[config.mk]
export PLATFORM = sky130hd
export DESIGN_NAME = snoop_bus_ctrl
export DESIGN_NICKNAME = d
export VERILOG_FILES = /design/src/rtl/cache_types_pkg.sv /design/src/rtl/snoop_bus_ctrl_arb.sv /design/src/rtl/snoop_bus_ctrl.sv
export SDC_FILE = /design/constraint.sdc
export NUM_CORES = 1
export LEC_CHECK = 0
export BUFFER_PORTS_ARGS = -buffer_cell sky130_fd_sc_hd__buf_2
export CAP_MARGIN = 20
export CORE_AREA = 2 2 562 564
export DETAILED_ROUTE_END_ITERATION = 7
export DIE_AREA = 0 0 564 566
export GPL_TIMING_DRIVEN = 0
export PLACE_DENSITY = 0.33
export REMOVE_ABC_BUFFERS = 1
export SLEW_MARGIN = 20
export SYNTH_ARGS = -nofsm -noshare
export SYNTH_HDL_FRONTEND = slang
export SYNTH_SLANG_ARGS = --single-unit
[constraint.sdc]
create_clock -name clk -period 3 [get_ports clk]
set_clock_uncertainty 0.05 [all_clocks]
set_input_delay 0.45 -clock clk [delete_from_list [all_inputs] [get_ports clk]]
set_output_delay 0.45 -clock clk [all_outputs]
set_load 0.01 [all_outputs]
[src/rtl/cache_types_pkg.sv]
// Shared types for the two-core coherent cache system: MESI states, bus ops, snoop-bus FSM.
package cache_types;

   localparam int unsigned LINE_W = 256;

   typedef enum logic [1:0] {
      INVALID   = 2'b00,
      SHARED    = 2'b01,
      EXCLUSIVE = 2'b10,
      MODIFIED  = 2'b11
   } mesi_state_t;

   typedef enum logic [1:0] {
      NONE     = 2'b00,
      BUS_RD   = 2'b01,
      BUS_RDX  = 2'b10,
      BUS_UPGR = 2'b11
   } bus_op_t;

   typedef enum logic [2:0] {
      IDLE,
      SNOOP,
      MEM_RD,
      WB,
      RESP
   } bus_fsm_t;

endpackage

[src/rtl/snoop_bus_ctrl_arb.sv]
// 2-way round-robin arbiter: the pointer core wins when requesting, else the other core.
module rr_arb2 (
   input  logic [1:0] req,
   input  logic       advance,
   input  logic       ptr,
   output logic [1:0] grant
);

   // One-hot grant, only while the bus is free to accept a request
   always_comb begin
      grant = 2'b00;
      if (advance) begin
         if (req[ptr]) begin
            grant = ptr ? 2'b10 : 2'b01;
         end else if (req[!ptr]) begin
            grant = ptr ? 2'b01 : 2'b10;
         end
      end
   end

endmodule

[src/rtl/snoop_bus_ctrl.sv]
// Shared snoop-bus controller: arbitrates two cores, snoops the peer, and completes
// each transaction by cache-to-cache transfer, memory read, or writeback-then-forward.
module snoop_bus_ctrl
   import cache_types::*;
#(
   parameter int unsigned ADDR_W = 32
) (
   input  logic                   clk,
   input  logic                   rst,
   input  logic [1:0]             req_valid,
   input  logic [1:0][1:0]        req_op,
   input  logic [1:0][ADDR_W-1:0] req_addr,
   output logic [1:0]             req_grant,
   output logic [1:0]             resp_valid,
   output logic [LINE_W-1:0]      resp_data,
   output logic [1:0]             resp_state,
   output logic [1:0]             snp_valid,
   output logic [1:0]             snp_op,
   output logic [ADDR_W-1:0]      snp_addr,
   input  logic [1:0]             snp_ack,
   input  logic [1:0]             snp_match,
   input  logic [1:0][1:0]        snp_state,
   input  logic [1:0][LINE_W-1:0] snp_data,
   output logic                   mem_read,
   output logic                   mem_write,
   output logic [ADDR_W-1:0]      mem_addr,
   output logic [LINE_W-1:0]      mem_wdata,
   input  logic [LINE_W-1:0]      mem_rdata,
   input  logic                   mem_resp
);

   bus_fsm_t          state_q, state_d;
   logic              ptr_q, ptr_d;
   logic              core_q, core_d;
   bus_op_t           op_q, op_d;
   logic [ADDR_W-1:0] addr_q, addr_d;
   logic [LINE_W-1:0] line_q, line_d;
   mesi_state_t       rstate_q, rstate_d;

   logic              peer;
   mesi_state_t       peer_state;
   logic              peer_hit;
   logic              arb_adv;
   logic [1:0]        grant;

   // Snooped core is always the one that did not win the bus
   assign peer       = !core_q;
   assign peer_state = mesi_state_t'(snp_state[peer]);
   assign peer_hit   = snp_match[peer] && (peer_state != INVALID);
   assign arb_adv    = (state_q == IDLE) && !rst;

   rr_arb2 u_arb (
      .req     (req_valid),
      .advance (arb_adv),
      .ptr     (ptr_q),
      .grant   (grant)
   );

   // Next-state and latch updates; snoop outcome decides the completion path
   always_comb begin
      state_d  = state_q;
      ptr_d    = ptr_q;
      core_d   = core_q;
      op_d     = op_q;
      addr_d   = addr_q;
      line_d   = line_q;
      rstate_d = rstate_q;
      case (state_q)
         IDLE: begin
            if (grant != 2'b00) begin
               core_d  = grant[1];
               op_d    = bus_op_t'(req_op[grant[1]]);
               addr_d  = req_addr[grant[1]];
               state_d = SNOOP;
            end
         end
         SNOOP: begin
            if (snp_ack[peer]) begin
               case (op_q)
                  BUS_UPGR: begin
                     rstate_d = MODIFIED;
                     state_d  = RESP;
                  end
                  BUS_RDX: begin
                     rstate_d = MODIFIED;
                     if (peer_hit) begin
                        line_d  = snp_data[peer];
                        state_d = RESP;
                     end else begin
                        state_d = MEM_RD;
                     end
                  end
                  default: begin
                     if (peer_hit) begin
                        line_d   = snp_data[peer];
                        rstate_d = SHARED;
                        state_d  = (peer_state == MODIFIED) ? WB : RESP;
                     end else begin
                        rstate_d = EXCLUSIVE;
                        state_d  = MEM_RD;
                     end
                  end
               endcase
            end
         end
         MEM_RD: begin
            if (mem_resp) begin
               line_d  = mem_rdata;
               state_d = RESP;
            end
         end
         WB: begin
            if (mem_resp) begin
               state_d = RESP;
            end
         end
         RESP: begin
            ptr_d   = !core_q;
            state_d = IDLE;
         end
         default: state_d = IDLE;
      endcase
   end

   // State and transaction latches; reset abandons any transaction in flight
   always_ff @(posedge clk) begin
      if (rst) begin
         state_q  <= IDLE;
         ptr_q    <= 1'b0;
         core_q   <= 1'b0;
         op_q     <= NONE;
         addr_q   <= '0;
         line_q   <= '0;
         rstate_q <= INVALID;
      end else begin
         state_q  <= state_d;
         ptr_q    <= ptr_d;
         core_q   <= core_d;
         op_q     <= op_d;
         addr_q   <= addr_d;
         line_q   <= line_d;
         rstate_q <= rstate_d;
      end
   end

   // Bus outputs decoded from the state register; payloads zeroed when not active
   assign req_grant  = grant;
   assign snp_valid  = (state_q == SNOOP) ? (core_q ? 2'b01 : 2'b10) : 2'b00;
   assign snp_op     = (state_q == SNOOP) ? op_q : NONE;
   assign snp_addr   = (state_q == SNOOP) ? addr_q : '0;
   assign mem_read   = (state_q == MEM_RD);
   assign mem_write  = (state_q == WB);
   assign mem_addr   = ((state_q == MEM_RD) || (state_q == WB)) ? addr_q : '0;
   assign mem_wdata  = (state_q == WB) ? line_q : '0;
   assign resp_valid = (state_q == RESP) ? (core_q ? 2'b10 : 2'b01) : 2'b00;
   assign resp_data  = (state_q == RESP) ? line_q : '0;
   assign resp_state = (state_q == RESP) ? rstate_q : INVALID;

endmodule

* After elaboration in Yosys (flattened, before gate mapping)
Index checks and enable logic that the tools add are counted.
Word-level totals: register bits 297, bits in latches 0, bits in writable memories 0, ROM bits 0, output and inout bits 588, logic and storage cells 86, memories kept 0
Operators by class: add/sub/neg operators 0, multiply operators 0, div/mod/pow operators 0, order comparisons 4, eq/ne operators 13, shift operators 0, multiplexer cells 46, bitwise logic cells 0, reductions and logical operators 16
Operators by type and width (number):
- 256-bit two-way mux | 8
- 256-bit case mux with 2 select lines | 1
- 32-bit two-way mux | 4
- 2-bit two-way mux | 17
- 3-bit two-way mux | 6
- 3-bit case mux with 3 select lines | 1
- 1-bit by 2-bit < comparator with 1-bit output (second input constant) | 4
- 1-bit two-way mux | 8
- 2-bit == test (second input constant) | 3
- 3-bit by 2-bit == test with 1-bit output (second input constant) | 2
- 2-bit by 1-bit inequality test with 1-bit output (second input constant) | 3
- 2-bit inequality test (second input constant) | 3
- 3-bit case mux with 2 select lines | 1
- 2-bit nonzero test | 3
- 5-bit AND reduction | 1
- 2-bit AND reduction | 2
- 2-bit OR reduction | 2
- 3-bit by 1-bit == test with 1-bit output (second input constant) | 1
- 3-bit == test (second input constant) | 1
- 1-bit zero test | 3
- 3-bit zero test | 1
- 3-bit AND reduction | 1
- 1-bit logical AND | 2
- 1-bit logical OR | 1

* Logic depth before layout (Yosys ltp)
depth after elaboration 9, mapped depth 9

* Modules after synthesis
Synthesis repeated with hierarchy kept, for this count alone.
Second synthesis, totals: cells, all modules 2631, area total of the unflattened synthesis 22034.9 um^2
By module, submodules not included:
- snoop_bus_ctrl | instances 1, cells an instance 2626, area each 22013.6 um^2, sequential area each 5945.7 um^2
- rr_arb2 | instances 1, cells an instance 5, area each 21.3 um^2, sequential area each 0.0 um^2

* Worst setup path before layout
OpenSTA, ideal clock, no wires.
path kind register -> output, from reg state_q[0], to out resp_data[100], arrival time 1.533 ns, data required time 2.500 ns, setup slack 0.967 ns, stages on the path, launching flop included 6, buffers on the path 3, path through dfxtp_1 > clkbuf_1 > nor2_1 > clkbuf_1 > clkbuf_1 > and3_1
On the way: longest elaborated chain between the ends 2
RTL lines:
- start: declaration | RTL line snoop_bus_ctrl.sv:32 | bus_fsm_t state_q, state_d;
- start signal: assignment | RTL line snoop_bus_ctrl.sv:136 | state_q <= state_d;
- 3-bit == test | RTL line snoop_bus_ctrl.sv:156 | assign resp_data = (state_q == RESP) ? line_q : '0;
- 256-bit two-way mux | RTL line snoop_bus_ctrl.sv:156
- end: declaration | RTL line snoop_bus_ctrl.sv:15 | output logic [LINE_W-1:0] resp_data,
Every way passes these cells.

* Worst setup path in the final report
from reg state_q[0], to out resp_data[228]
Same word-level chain as after synthesis.

==> summary.md <==
| Metric | Value |
|---|---|
| Least-Margin Pin Slew | 1.09 ns |
| Initial antenna violation count | ~250 |
| Post-synthesis cell area | 0.0200 mm² |
| Die area | 0.319 mm² |
| Tot Pwr | approximately 28 mW |
| Crit path DAT | around 2.4 ns |
| DRT met1 WL | between 90000 and 100000 µm |
| Critical path type | register to primary output |
| WL/cell | 29.2 µm |
| Worst EP required | 2.50 ns |
| Die height | 566 µm |
| Register-to-Register Path Depth | 8 |
| GRT Residual Overflow | 0 |
| Slew HR | 0.250 |
| LEAKAGE | 17.6 nW |
| Ys flop type | dfxtp_1 |
| GRT Total Usage | 0.151 |
| Post-DP Area | 0.0330 mm² |
| Max Cap Viol | 0 |
| Layout Nets | 5251 |
| RSZ-0062 raised after global routing | true |
| Largest net degree at the start of global routing | 89 |
| Synthesized netlist cell count | 2881 |
| Routability cong. | 0.922 |
| Ys async rst share | 0 |
| Crit. End Element | primary output |
| Final period util | 0.980 |
| Clock buffer depth | 3 |
| Yosys cell types | 38 |
| Power per Cell Area | 720 mW/mm² |
| Synthesis warning total | 0 |
| Syn avg cell area | 6.94 µm² |
| DR vias/cell | 3.44 |
| Synth top area share | 0.298 |
| Core area | roughly 0.31 mm² |
| H-tree depth | 2 |
| Row Count | 206 |
| Util after Layout | 0.122 |
| Vias | just under 30000 |
| Met3 wire len | 36800 µm |
| Commonest non-fill, non-tap cell in the layout | buf_2 |
| Most frequent cells in the layout | buf_2, nand2_1, and3_1 |
| FMAX | between 300 and 400 MHz |
| Clk sinks | a little under 300 |
| CTS tree | built |
| Min cycle time layout | between 2 and 3 ns |
| Final hold violation count | 0 |
| Synth-to-Final Area Change | 91.5% |
| Number of synthesized flops with an enable pin | 0 |
| Drt first pass iters | 5 |
| Vias in the first global route | 28232 |
| Skew-Pair Late Insertion Delay | 0.70 ns |
| HP Class | input port to register |
| Iteration-0 DRC Markers | around 2100 |
| Final ANT Viol Nets | 0 |
| CP startpoint kind | register |
| Sequential-to-total area share from yosys stat | 0.298 |
| Critical Path Fanout Max | 9 |
| CTS clk-pin slew, worst paths | 0.06 ns |
| Area leader, netlist | dfxtp_1 |
| VDD IR-drop max | 0.000427 V |
| IO Pins | 1437 |
| Share of cells above drive strength 1 | 0.390 |
| Final instance area | 0.0383 mm² |
| Final WL | 253000 µm |
| Placed wire-length estimate | 210000 µm |
| Max-slew violations | 0 |
| Root buffer cell | clkbuf_16 |
| Synthesized flop and latch total | 297 |
| Fillers | around 37000 |
| Drt drc | 0 |
| Die width | 564 µm |
| IO Port Bufs | about 1400 |
| Max layer used | met5 |
| Synth top area cells | dfxtp_1, and3_1, nand2_1 |
| Status | finished, final reports clean |
| Global-route wire length before repair | approximately 310000 µm |
| Num CTS Buffers | 49 |
| Hold Path Cell Cnt | 5 |
| Initial core utilization | 0.0638 |
| WL met2 | 106000 µm |
| Setup-failing EPs final | 0 |
## through the flow
step,std cells,hold WS [ns],TNS (ns),setup slack (ns)
floorplan,2571,0.380,-,-24.07
global placement,8167,0.399,-,-79.71
detailed placement,8262,0.405,-236.20,-1.55
CTS,8593,0.000940,-0.196,-0.0403
global route,8613,0.0463,-0.0682,-0.0141
finish,8671,0.0833,0,0.0603
## power breakdown
part | internal, mW | switching (mW) | leakage (nW)
Clock | 3.53 | 2.58 | 0.777
Combinational | 6.32 | 9.56 | 14.4
Sequential | 4.78 | 0.802 | 2.41
Total | 14.6 | 12.9 | 17.6
## cell type report
cell class	instances	area, µm²	area share
Multi-Input combinational cell	2275	12900	0.337
Antenna cell	74	185	0.00484
Clock buffer	76	1480	0.0387
Clock inverter	10	116	0.00304
Sequential cell	297	5960	0.156
Inverter	1	7.51	0.000196
Timing Repair inverter	1	7.51	0.000196
Tap cell	4160	5200	0.136
Timing Repair Buffer	1777	12400	0.325
## metal layers
layer | vias up | global-route usage
met5 | - | 0
met4 | 144 | 0.0458
met3 | 530 | 0.0900
met2 | 1913 | 0.230
met1 | 14174 | 0.176
li1 | 13037 | -
## flip-flops by register name, indices dropped and copies added, names as in the netlist
register,count
line_q,256
core_q,1
state_q,3
op_q,2
ptr_q,1
rstate_q,2
addr_q,32
## synthesized netlist by cell type, types with 19 or more instances
library cell  number
nand2_1          793
and3_1           516
dfxtp_1          297
a21oi_1          280
mux2i_1          272
o21ai_0          258
clkbuf_1         183
buf_2            100
and2_1            68
nor2_1            23
buf_4             22
a22oi_1           19
## final timing paths
check	to	slack, ns	startpoint
setup reg to reg	line_q[118]	0.08	core_q
setup / recovery	resp_data[228]	0.06	state_q[0]
hold / removal	line_q[128]	0.08	mem_rdata[128]
hold reg to reg	line_q[188]	0.41	line_q[188]
## repair_timing
action,4_1_cts,5_1_grt
setup buffers,50,6
hold buffers,181,0
gates cloned,20,3
endpoints found under the setup margin,796,136
endpoints found under the hold margin,149,0
pin swaps,8,1
resized for setup,154,45
## cells by family (layout without fill, tap and decap cells)
logic type,after synthesis,count (layout),share of synthesized area
simple gates,1419,1420,0.343
buf+inv,311,1865,0.0707
mux,272,272,0.136
other cells,0,74,0
flops,297,297,0.298
compound gates,582,583,0.152
## worst max-delay path: stages, from the launching register on
cell       delay [ns]
dfxtp_4          0.36
buf_12           0.13
nor2_4           0.15
buf_12           0.17
buf_16           0.15
buf_16           0.19
clkbuf_16        0.20
and3_1           0.17
buf_6            0.15
No activity file was read; power rests on OpenSTA's default activity.
